==> src/rtl/soc_bal_pkg.sv <==
// Shared definitions for the SOC-weighted current balancer: FSM state
// encodings and width helpers derived from the block parameters.
package soc_bal_pkg;

    localparam logic [1:0] ST_IDLE = 2'd0;
    localparam logic [1:0] ST_SUM  = 2'd1;
    localparam logic [1:0] ST_DIV  = 2'd2;
    localparam logic [1:0] ST_DONE = 2'd3;

    // Ceiling log2; clog2(1) = 0.
    function automatic int clog2(input int value);
        int r;
        r = 0;
        for (int i = 0; i < 31; i++) begin
            if ((1 << i) < value) r = i + 1;
        end
        return r;
    endfunction

    // Weight accumulator: N_CH full-scale weights never overflow this width.
    function automatic int sum_width(input int n_ch, input int soc_w);
        return soc_w + clog2(n_ch);
    endfunction

    // Magnitude of a signed current after saturating the most negative code.
    function automatic int mag_width(input int i_w);
        return i_w - 1;
    endfunction

    // Width of weight * |I|.
    function automatic int prod_width(input int soc_w, input int i_w);
        return soc_w + i_w - 1;
    endfunction

    // Channel index width, at least one bit.
    function automatic int ch_width(input int n_ch);
        return (clog2(n_ch) < 1) ? 1 : clog2(n_ch);
    endfunction

endpackage

==> src/rtl/soc_balancer_seq_udiv.sv <==
// Serial unsigned restoring divider: one load cycle, then one quotient bit
// per cycle. done is asserted in the last iteration cycle and quotient is
// valid alongside it. Divisor must be non-zero.
module seq_udiv
    import soc_bal_pkg::*;
#(
    parameter int DVD_W = 39,
    parameter int DIV_W = 18
) (
    input  logic             clk,
    input  logic             rst,
    input  logic             start,
    input  logic [DVD_W-1:0] dividend,
    input  logic [DIV_W-1:0] divisor,
    output logic             busy,
    output logic             done,
    output logic [DVD_W-1:0] quotient
);

    localparam int CNT_W = clog2(DVD_W + 1);

    logic [DIV_W-1:0] rem_r;
    logic [DIV_W-1:0] div_r;
    logic [DVD_W-1:0] quo_r;
    logic [CNT_W-1:0] cnt_r;
    logic             busy_r;

    logic [DIV_W:0]   rem_shift;
    logic             ge;
    logic [DIV_W-1:0] rem_next;
    logic [DVD_W-1:0] quo_next;

    // One restoring step: shift in the next dividend bit, subtract if it fits.
    always_comb begin
        rem_shift = {rem_r, quo_r[DVD_W-1]};
        ge        = (rem_shift >= {1'b0, div_r});
        // The remainder after subtraction is below the divisor, so the low
        // DIV_W bits of the modular difference are exact.
        rem_next  = ge ? (rem_shift[DIV_W-1:0] - div_r) : rem_shift[DIV_W-1:0];
        quo_next  = {quo_r[DVD_W-2:0], ge};
    end

    // Load on start, then iterate DVD_W times.
    always_ff @(posedge clk or posedge rst) begin
        if (rst) begin
            rem_r  <= '0;
            div_r  <= '0;
            quo_r  <= '0;
            cnt_r  <= '0;
            busy_r <= 1'b0;
        end else if (busy_r) begin
            // NOTE: non-blocking assignments so every register samples the
            // pre-edge values of its neighbours, like real flops.
            rem_r <= rem_next;
            quo_r <= quo_next;
            cnt_r <= cnt_r - CNT_W'(1);
            if (cnt_r == CNT_W'(1)) busy_r <= 1'b0;
        end else if (start) begin
            rem_r  <= '0;
            div_r  <= divisor;
            quo_r  <= dividend;
            cnt_r  <= CNT_W'(DVD_W);
            busy_r <= 1'b1;
        end
    end

    assign busy     = busy_r;
    assign done     = busy_r && (cnt_r == CNT_W'(1));
    assign quotient = quo_next;

endmodule

==> src/rtl/soc_balancer_seq.sv <==
// SOC-weighted pack current distributor. Sums per-cell weights serially,
// then divides w_k*|I| by the sum with one shared serial divider.
// Optional macro SOC_BAL_ROUND_EN: round-half-up division (one extra
// dividend bit, so one extra cycle per channel); undefined = truncation.
module soc_balancer_seq
    import soc_bal_pkg::*;
#(
    parameter int N_CH  = 4,
    parameter int SOC_W = 16,
    parameter int I_W   = 24
) (
    input  logic                  clk,
    input  logic                  rst,
    input  logic                  in_valid,
    output logic                  in_ready,
    input  logic [N_CH*SOC_W-1:0] soc_in,
    input  logic [I_W-1:0]        i_in,
    output logic                  out_valid,
    input  logic                  out_ready,
    output logic [N_CH*I_W-1:0]   i_out,
    output logic                  err_den
);

    localparam int SUM_W  = sum_width(N_CH, SOC_W);
    localparam int MAG_W  = mag_width(I_W);
    localparam int PROD_W = prod_width(SOC_W, I_W);
    localparam int CH_W   = ch_width(N_CH);
`ifdef SOC_BAL_ROUND_EN
    localparam int DVD_W  = PROD_W + 1;
`else
    localparam int DVD_W  = PROD_W;
`endif
    localparam logic [CH_W-1:0] LAST_CH = CH_W'(N_CH - 1);

    logic [1:0]            state_r;
    logic [N_CH*SOC_W-1:0] soc_r;
    logic                  sign_r;
    logic [MAG_W-1:0]      mag_r;
    logic [CH_W-1:0]       ch_r;
    logic [SUM_W-1:0]      sum_r;
    logic [N_CH*I_W-1:0]   i_out_r;
    logic                  err_r;

    logic [I_W-1:0]        abs_full;
    logic [MAG_W-1:0]      abs_in;
    logic [SOC_W-1:0]      soc_cur;
    logic [SOC_W-1:0]      w_cur;
    logic [SUM_W-1:0]      sum_next;
    logic [PROD_W-1:0]     prod;
    logic [DVD_W-1:0]      dividend;
    logic                  div_start;
    logic                  div_busy;
    logic                  div_done;
    logic [DVD_W-1:0]      div_q;
    logic [MAG_W-1:0]      q_mag;
    logic [I_W-1:0]        share;

    // Saturating magnitude of the incoming current.
    always_comb begin
        // NOTE: default first so no path leaves abs_in unassigned (no latch).
        abs_in   = abs_full[MAG_W-1:0];
        abs_full = i_in[I_W-1] ? -i_in : i_in;
        // Only the most negative code still has its top bit set here.
        if (abs_full[I_W-1]) abs_in = '1;
        else                 abs_in = abs_full[MAG_W-1:0];
    end

    // Current channel weight, running sum, and the division operands.
    always_comb begin
        soc_cur  = soc_r[ch_r*SOC_W +: SOC_W];
        // Charging weights the emptiest cells: full-scale minus SOC.
        w_cur    = sign_r ? ~soc_cur : soc_cur;
        sum_next = sum_r + SUM_W'(w_cur);
        prod     = PROD_W'(w_cur) * PROD_W'(mag_r);
`ifdef SOC_BAL_ROUND_EN
        dividend = DVD_W'(prod) + DVD_W'(sum_r >> 1);
`else
        dividend = DVD_W'(prod);
`endif
        // The clamp only matters when rounding; truncation never exceeds |I|.
        if (div_q > DVD_W'(mag_r)) q_mag = mag_r;
        else                       q_mag = div_q[MAG_W-1:0];
        share    = sign_r ? -{1'b0, q_mag} : {1'b0, q_mag};
    end

    // A new channel division starts whenever the divider is free in DIV.
    assign div_start = (state_r == ST_DIV) && !div_busy;

    seq_udiv #(
        .DVD_W (DVD_W),
        .DIV_W (SUM_W)
    ) u_div (
        .clk      (clk),
        .rst      (rst),
        .start    (div_start),
        .dividend (dividend),
        .divisor  (sum_r),
        .busy     (div_busy),
        .done     (div_done),
        .quotient (div_q)
    );

    // Transaction FSM: accept, sum weights, divide per channel, hold result.
    always_ff @(posedge clk or posedge rst) begin
        if (rst) begin
            state_r <= ST_IDLE;
            soc_r   <= '0;
            sign_r  <= 1'b0;
            mag_r   <= '0;
            ch_r    <= '0;
            sum_r   <= '0;
            i_out_r <= '0;
            err_r   <= 1'b0;
        end else begin
            case (state_r)
                ST_IDLE: begin
                    if (in_valid) begin
                        soc_r   <= soc_in;
                        sign_r  <= i_in[I_W-1];
                        mag_r   <= abs_in;
                        ch_r    <= '0;
                        sum_r   <= '0;
                        i_out_r <= '0;
                        err_r   <= 1'b0;
                        state_r <= (i_in == '0) ? ST_DONE : ST_SUM;
                    end
                end
                ST_SUM: begin
                    sum_r <= sum_next;
                    if (ch_r == LAST_CH) begin
                        ch_r <= '0;
                        if (sum_next == '0) begin
                            err_r   <= 1'b1;
                            state_r <= ST_DONE;
                        end else begin
                            state_r <= ST_DIV;
                        end
                    end else begin
                        ch_r <= ch_r + CH_W'(1);
                    end
                end
                ST_DIV: begin
                    if (div_done) begin
                        i_out_r[ch_r*I_W +: I_W] <= share;
                        if (ch_r == LAST_CH) begin
                            ch_r    <= '0;
                            state_r <= ST_DONE;
                        end else begin
                            ch_r <= ch_r + CH_W'(1);
                        end
                    end
                end
                ST_DONE: begin
                    if (out_ready) state_r <= ST_IDLE;
                end
                default: state_r <= ST_IDLE;
            endcase
        end
    end

    assign in_ready  = (state_r == ST_IDLE);
    assign out_valid = (state_r == ST_DONE);
    assign i_out     = i_out_r;
    assign err_den   = err_r;

endmodule

==> config.mk <==
export PLATFORM = sky130hd
export DESIGN_NAME = soc_balancer_seq
export DESIGN_NICKNAME = d
export VERILOG_FILES = /design/src/rtl/soc_bal_pkg.sv /design/src/rtl/soc_balancer_seq_udiv.sv /design/src/rtl/soc_balancer_seq.sv
export SDC_FILE = /design/constraint.sdc
export NUM_CORES = 2
export LEC_CHECK = 0
export ABC_AREA = 0
export BUFFER_PORTS_ARGS = -buffer_cell sky130_fd_sc_hd__buf_2
export CAP_MARGIN = 20
export CORE_MARGIN = 2
export CORE_UTILIZATION = 41
export CTS_BUF_LIST = sky130_fd_sc_hd__clkbuf_8
export DETAILED_ROUTE_END_ITERATION = 8
export RECOVER_POWER = 25
export SETUP_SLACK_MARGIN = 0.05
export SLEW_MARGIN = 20
export SYNTH_ARGS = -nofsm -noshare
export SYNTH_HDL_FRONTEND = slang
export SYNTH_SLANG_ARGS = --single-unit
==> constraint.sdc <==
create_clock -name clk -period 10.7 [get_ports clk]
set_input_delay 2.14 -clock clk [delete_from_list [all_inputs] [get_ports clk]]
set_output_delay 2.14 -clock clk [all_outputs]
set_load 0.005 [all_outputs]
[Yosys cells after proc, flatten, opt, wreduce, memory -nomap -nowiden]
Index checks and enable logic that the tools add are counted.
Word-level totals
  ROM bits: 0
  latch bits: 0
  memories kept: 0
  output and inout bits: 99
  flip-flop bits (word level): 289
  logic and storage cells: 94
  RAM bits: 0
  input port bits: 92
Operators by class
  div/mod/pow operators: 0
  mux-type cells: 37
  shift-type cells: 3
  multiply operators: 2
  add/sub/neg operators: 7
  bitwise logic cells: 2
  $lt $le $gt $ge: 2
  reduce and logical (&&, ||, !) cells: 17
  eq/ne operators: 11
Operators by type and width (count)
  $mux 96: 2
  $pmux 96 s2: 1
  $bwmux 96: 1
  $shift 24x34->96 const A: 1
  $shiftx 24x34->96: 1
  $mux 39: 2
  $mux 18: 4
  $shiftx 64x7->16: 1
  $mux 24: 2
  $mux 23: 2
  $gt 39x23->1: 1
  $mul 16x23->39: 1
  $pmux 18 s2: 1
  $neg 7->34: 1
  $logic_not 24->1: 1
  $neg 23->24: 1
  $neg 24->24: 1
  $ge 19x18->1: 1
  $add 18x16->18: 1
  $logic_not 18->1: 1
  $mux 2: 9
  $sub 18x18->18: 1
  $mux 16: 1
  $not 16->16: 1
  other kinds (23): 42

[Logic depth before layout (Yosys ltp)]
  word-level depth: 9
  mapped depth: 30
  depth with buffers taken out: 26

[Cells and area by module]
From an unflattened synthesis, not the netlist that was laid out.
Second synthesis, totals
  cell total of the unflattened synthesis: 3166
  area, all modules: 28262.1 µm²
Modules (own cells, without submodules)
  soc_balancer_seq: area each 23357.4 µm², seq. area each 5180.0 µm², times used 1, cells an instance 2626
  seq_udiv: area each 4904.7 µm², seq. area each 2052.0 µm², times used 1, cells an instance 540

[Worst setup path after synthesis]
OpenSTA, ideal clock, no wires.
  path kind: reg-to-reg
  start point: reg ch_r[0]
  end point: reg u_div.quo_r[36]
  setup slack: 2.482 ns
  arrival time: 8.092 ns
  setup time: 0.126 ns
  path buffers: 3
  cell stages (with the launch flop): 27
  clock period less this slack: 8.218 ns
  required time: 10.574 ns
  cells stage by stage: dfrtp_1 -> clkbuf_1 -> buf_1 -> mux4_2 -> xnor2_1 -> clkbuf_1 -> nand2_1 -> fa_1 -> inv_1 -> fa_1 -> inv_1 -> fa_1 -> inv_1 -> fa_1 -> fa_1 -> inv_1 -> fa_1 -> inv_1 -> ha_1 -> nand4_1 -> or3_1 -> a2111oi_1 -> o21ai_0 -> a21oi_1 -> a21oi_1 -> mux2i_1 -> a221o_1
Between the ends
  cells in the longest elaborated chain, start to end: 6
RTL lines
  start: declaration: line soc_balancer_seq.sv:39  | logic [CH_W-1:0] ch_r;
  start signal: assignment: line soc_balancer_seq.sv:139  | ch_r <= ch_r + CH_W'(1);
  start signal: assignment: line soc_balancer_seq.sv:149  | ch_r <= ch_r + CH_W'(1);
  $shiftx 64x7->16 *: line soc_balancer_seq.sv:70  | soc_cur = soc_r[ch_r*SOC_W +: SOC_W];
  $not 16->16: line soc_balancer_seq.sv:72  | w_cur = sign_r ? ~soc_cur : soc_cur;
  $mux 16 *: line soc_balancer_seq.sv:72
  $mul 16x23->39 *: line soc_balancer_seq.sv:74  | prod = PROD_W'(w_cur) * PROD_W'(mag_r);
  $mux 39 *: line soc_balancer_seq_udiv.sv:58  | end else if (start) begin
  $mux 39 *: line soc_balancer_seq_udiv.sv:51  | end else if (busy_r) begin
  end signal: assignment: line soc_balancer_seq_udiv.sv:55  | quo_r <= quo_next;
  end signal: assignment: line soc_balancer_seq_udiv.sv:61  | quo_r <= dividend;
  end: declaration: line soc_balancer_seq_udiv.sv:24  | logic [DVD_W-1:0] quo_r;
Mark *: on every way between the ends. The rest lies on a longest branch, timed or not. The select of a mux whose other input is x is not followed.
A chain may end at the register's enable or synchronous reset.

[Final worst setup path]
Ends and elaborated chain as after synthesis.

==> flow_summary.rst <==
.. list-table::
   :header-rows: 1

   * - Metric
     - Value
   * - Worst Setup Slack post-DPL
     - 1.329 ns
   * - Data required time at the worst endpoint
     - 11.20 ns
   * - Worst R2R Setup Slack
     - 1.29 ns
   * - Routability congestion estimate
     - 0.8800
   * - Area of the multi-input gates
     - 18650 sq um
   * - Worst hold path type
     - register to register
   * - Number of stages on the worst hold path
     - 2
   * - Sequential cell area
     - 7233 sq um
   * - Number of enable flip-flop cells after synthesis
     - 0
   * - Maximum achievable frequency
     - 106.3 MHz
   * - End point of the worst hold path
     - soc_r[51]$_DFFE_PP0P_
   * - Port Buf Inserts
     - 190
   * - Skew final
     - 0.04974 ns
   * - Clock slew seen by the registers of the worst setup and hold paths
     - 0.06 ns
   * - Top-area cell type share of the netlist area
     - 25.93%
   * - Clk Latency, worst-skew pair
     - 0.66 ns
   * - Slew at the pin closest to its max-slew limit
     - 4.012 ns
   * - Chip Width
     - 264.8 um
   * - Async set-or-reset flop fraction in the synthesized netlist
     - 100.0%
   * - Worst Setup Start Kind
     - register
   * - Remaining design rule violation count
     - 0
   * - Arrival time of data at the critical path endpoint
     - 9.91 ns
   * - Chip Height
     - 264.8 um
   * - Leading cell type by number of instances after synthesis
     - sky130_fd_sc_hd__nand2_1
   * - Worst flop-to-flop path startpoint
     - ch_r[0]$_DFFE_PP0P_
   * - Leftover overflow at the end of global routing
     - 0
   * - CTS Hold Bufs
     - 0
   * - Predominant post-synthesis flop cell
     - sky130_fd_sc_hd__dfrtp_1
   * - Failing checks
     - max-capacitance violations, max-slew violations
   * - Floorplan Core Area
     - 67280 sq um
   * - Wire length after detailed routing
     - 84580 um
   * - Synthesis-to-finish area growth
     - 11.37%
   * - Nets in the synthesized netlist
     - 3747
   * - Crit path setup slack, layout
     - 1.290 ns
   * - FF-to-FF path depth
     - 24
   * - I/O pins
     - 191
   * - CTS resizes
     - 0
   * - Cts bufs inserted
     - 52
   * - Post-CTS setup repair buffer count
     - 0
   * - Post-synthesis register bit count
     - 289
   * - Share of cells above drive strength 1
     - 11.36%
   * - Maximum number of pins on one net before global-route repair
     - 89
   * - CTS tree
     - yes
   * - Worst slew margin relative to its limit
     - -168.9%
   * - Post-layout nets
     - 3886
   * - Number of setup violations in the final report
     - 0
   * - Detailed placer's ending HPWL
     - 63900 um
   * - Number of DRC violations after detailed-routing iteration 0
     - 1729
   * - Number of endpoints with negative hold slack in the final report
     - 0
   * - Hold Path Origin
     - soc_r[51]$_DFFE_PP0P_
   * - Synthesized area per cell
     - 8.773 sq um
   * - Maximum fanout encountered on the critical timing path
     - 19
   * - Synth Instances
     - 3179
   * - Commonest cells in the synthesized netlist
     - sky130_fd_sc_hd__nand2_1 (646), sky130_fd_sc_hd__inv_1 (420), sky130_fd_sc_hd__fa_1 (294)
   * - Remaining number of nets flagged by the antenna check after routing
     - 0
   * - GRT Overall Usage
     - 24.64%
   * - Clk Tree Root Cell
     - sky130_fd_sc_hd__clkbuf_8
   * - Setup repair after global routing missed its margin
     - false
   * - Number of antenna violations at the first check in global routing
     - 2
   * - Placement Rows
     - 95
   * - Effective utilization at floorplan
     - 41.45%
   * - Top post-synthesis cells by area
     - sky130_fd_sc_hd__dfrtp_1 (26%), sky130_fd_sc_hd__fa_1 (21%), sky130_fd_sc_hd__nand2_1 (8.7%)
   * - Final period util
     - 87.95%
   * - Via count of the first global-routing pass
     - 23580
   * - Worst flop-to-flop path endpoint
     - u_div.quo_r[36]$_DFFE_PP0P_
   * - Number of maximum-capacitance violations
     - 4
   * - Drt wl/cell
     - 20.00 um
   * - Yosys warnings
     - 0
   * - Post-Syn Area
     - 27890 sq um
   * - Ratio of routed vias to standard cells
     - 5.488
   * - Maximum buffer depth of the clock tree
     - 3
   * - Total number of vias
     - 23220
   * - Part of the Yosys area used for sequential elements
     - 25.93%
   * - TritonRoute pass-1 iters
     - 5
   * - Global-route wire length before repair
     - 135800 um
   * - Category of the most critical setup path
     - register to register
   * - Htree depth
     - 2
   * - Tmin final
     - 9.410 ns
   * - Cell type with the highest aggregate area in the netlist
     - sky130_fd_sc_hd__dfrtp_1
   * - Layout fillers
     - 6688
   * - Slew Viols, Final
     - 254
   * - Number of distinct library cells after synthesis
     - 74
   * - Clock tree sinks
     - 289
   * - Worst hold margin
     - 0.4672 ns
   * - Kind of capture point of the worst setup path
     - register
   * - Area of the die
     - 70120 sq um
   * - Setup TNS
     - 0 ns
   * - Result of the run
     - complete, but fails checks
-- cell families after synthesis --
family | Yosys count | synth area share (%)
buffers and inverters | 587 | 7.959
xor gates and xnor gates | 95 | 2.984
and+or+nand+nor | 1131 | 18.48
muxes | 53 | 2.674
adders and majority gates | 476 | 29.27
DFF | 289 | 25.93
AOI/OAI and AO/OA | 548 | 12.70
-- routing by layer --
layer  up-vias  part of all wire, %  GRT usage, %  routed length (um)
li1      10720                    -             -                   -
met1     11630                   44         34.52               37460
met5         -                    0             0                   0
met3       107                  5.7         2.991                4835
met2       766                   48         40.72               40410
met4         0                  2.2         6.016                1874
-- worst max path at each step --
stage,startpoint,to,slack [ns],depth (start not counted)
floorplan,rst,ch_r[0]$_DFFE_PP0P_,0.58,1
global placement,ch_r[0]$_DFFE_PP0P_,u_div.quo_r[36]$_DFFE_PP0P_,1.44,24
detailed placement,ch_r[0]$_DFFE_PP0P_,u_div.quo_r[36]$_DFFE_PP0P_,1.33,24
CTS,ch_r[0]$_DFFE_PP0P_,u_div.quo_r[36]$_DFFE_PP0P_,1.25,24
global route,ch_r[0]$_DFFE_PP0P_,u_div.quo_r[38]$_DFFE_PP0P_,0.74,24
finish,ch_r[0]$_DFFE_PP0P_,u_div.quo_r[36]$_DFFE_PP0P_,1.29,24
-- layout make-up --
class	count	share of cell area, %
multi-input combinational	2303	60.03
sequential	289	23.29
inverter	424	5.128
timing repair buffer	248	4.423
tap	873	3.517
clock buffer	64	2.836
clock inverter	27	0.7574
antenna	2	0.01611
-- placed cells by master, fill, tap and decap left out, types with 12 or more instances in the layout --
master	instances
sky130_fd_sc_hd__a21o_1	29
sky130_fd_sc_hd__xnor2_1	40
sky130_fd_sc_hd__a211oi_1	15
sky130_fd_sc_hd__buf_2	189
sky130_fd_sc_hd__and2_1	148
sky130_fd_sc_hd__mux2i_1	34
sky130_fd_sc_hd__or3_1	24
sky130_fd_sc_hd__ha_1	182
sky130_fd_sc_hd__o221ai_1	36
sky130_fd_sc_hd__and3_1	18
sky130_fd_sc_hd__nand3_1	44
sky130_fd_sc_hd__buf_4	55
sky130_fd_sc_hd__mux4_2	17
sky130_fd_sc_hd__a21oi_1	111
sky130_fd_sc_hd__a22o_1	14
sky130_fd_sc_hd__clkbuf_8	64
sky130_fd_sc_hd__o211ai_1	15
sky130_fd_sc_hd__o31ai_1	21
sky130_fd_sc_hd__o21ai_0	165
sky130_fd_sc_hd__nand2_1	645
sky130_fd_sc_hd__dfrtp_1	288
sky130_fd_sc_hd__xor2_1	39
sky130_fd_sc_hd__inv_1	435
sky130_fd_sc_hd__o21a_1	17
sky130_fd_sc_hd__nor4_1	18
sky130_fd_sc_hd__nor2_1	101
sky130_fd_sc_hd__nor3_1	55
sky130_fd_sc_hd__a31oi_1	13
sky130_fd_sc_hd__fa_1	294
sky130_fd_sc_hd__nand4_1	22
sky130_fd_sc_hd__a22oi_1	27
sky130_fd_sc_hd__xnor2_2	12
-- state kept, by name, summed over array words and instances (netlist names), 2 cells and up --
register,cells
u_div.quo_r,39
sum_r,18
u_div.cnt_r,6
i_out,96
u_div.div_r,18
u_div.rem_r,18
mag_r,23
soc_r,64
ch_r,2
state_r,2
-- per-stage QoR --
stage / utilization, % / cells / instance area [sq um]
finish: 46.17 / 4230 / 31060
CTS: 46.14 / 4228 / 31040
global placement: 44.46 / 4137 / 29910
floorplan: - / 3179 / 27890
detailed placement: 44.48 / 4137 / 29920
global route: 46.17 / 4230 / 31060
-- worst max-delay path, cell delays in order (launching register included) --
cell and delay, ns:
sky130_fd_sc_hd__dfrtp_1 0.95, sky130_fd_sc_hd__mux4_2 0.66, sky130_fd_sc_hd__xnor2_2 0.66, sky130_fd_sc_hd__buf_4 0.35, sky130_fd_sc_hd__nand2_1 0.10, sky130_fd_sc_hd__fa_1 0.54
sky130_fd_sc_hd__inv_1 0.05, sky130_fd_sc_hd__fa_1 0.52, sky130_fd_sc_hd__inv_1 0.05, sky130_fd_sc_hd__fa_1 0.49, sky130_fd_sc_hd__inv_1 0.05, sky130_fd_sc_hd__fa_1 0.47
sky130_fd_sc_hd__fa_1 0.56, sky130_fd_sc_hd__inv_1 0.06, sky130_fd_sc_hd__fa_1 0.56, sky130_fd_sc_hd__inv_1 0.05, sky130_fd_sc_hd__ha_1 0.36, sky130_fd_sc_hd__nand4_1 0.16
sky130_fd_sc_hd__or3_1 0.42, sky130_fd_sc_hd__a2111oi_1 0.92, sky130_fd_sc_hd__o21ai_0 0.38, sky130_fd_sc_hd__a21oi_1 0.33, sky130_fd_sc_hd__a21oi_1 0.12, sky130_fd_sc_hd__mux2i_1 0.13
sky130_fd_sc_hd__a221o_1 0.27
Power is not shown: default switching activity piles up to over one toggle a cycle in this logic, so the estimate is an artifact.
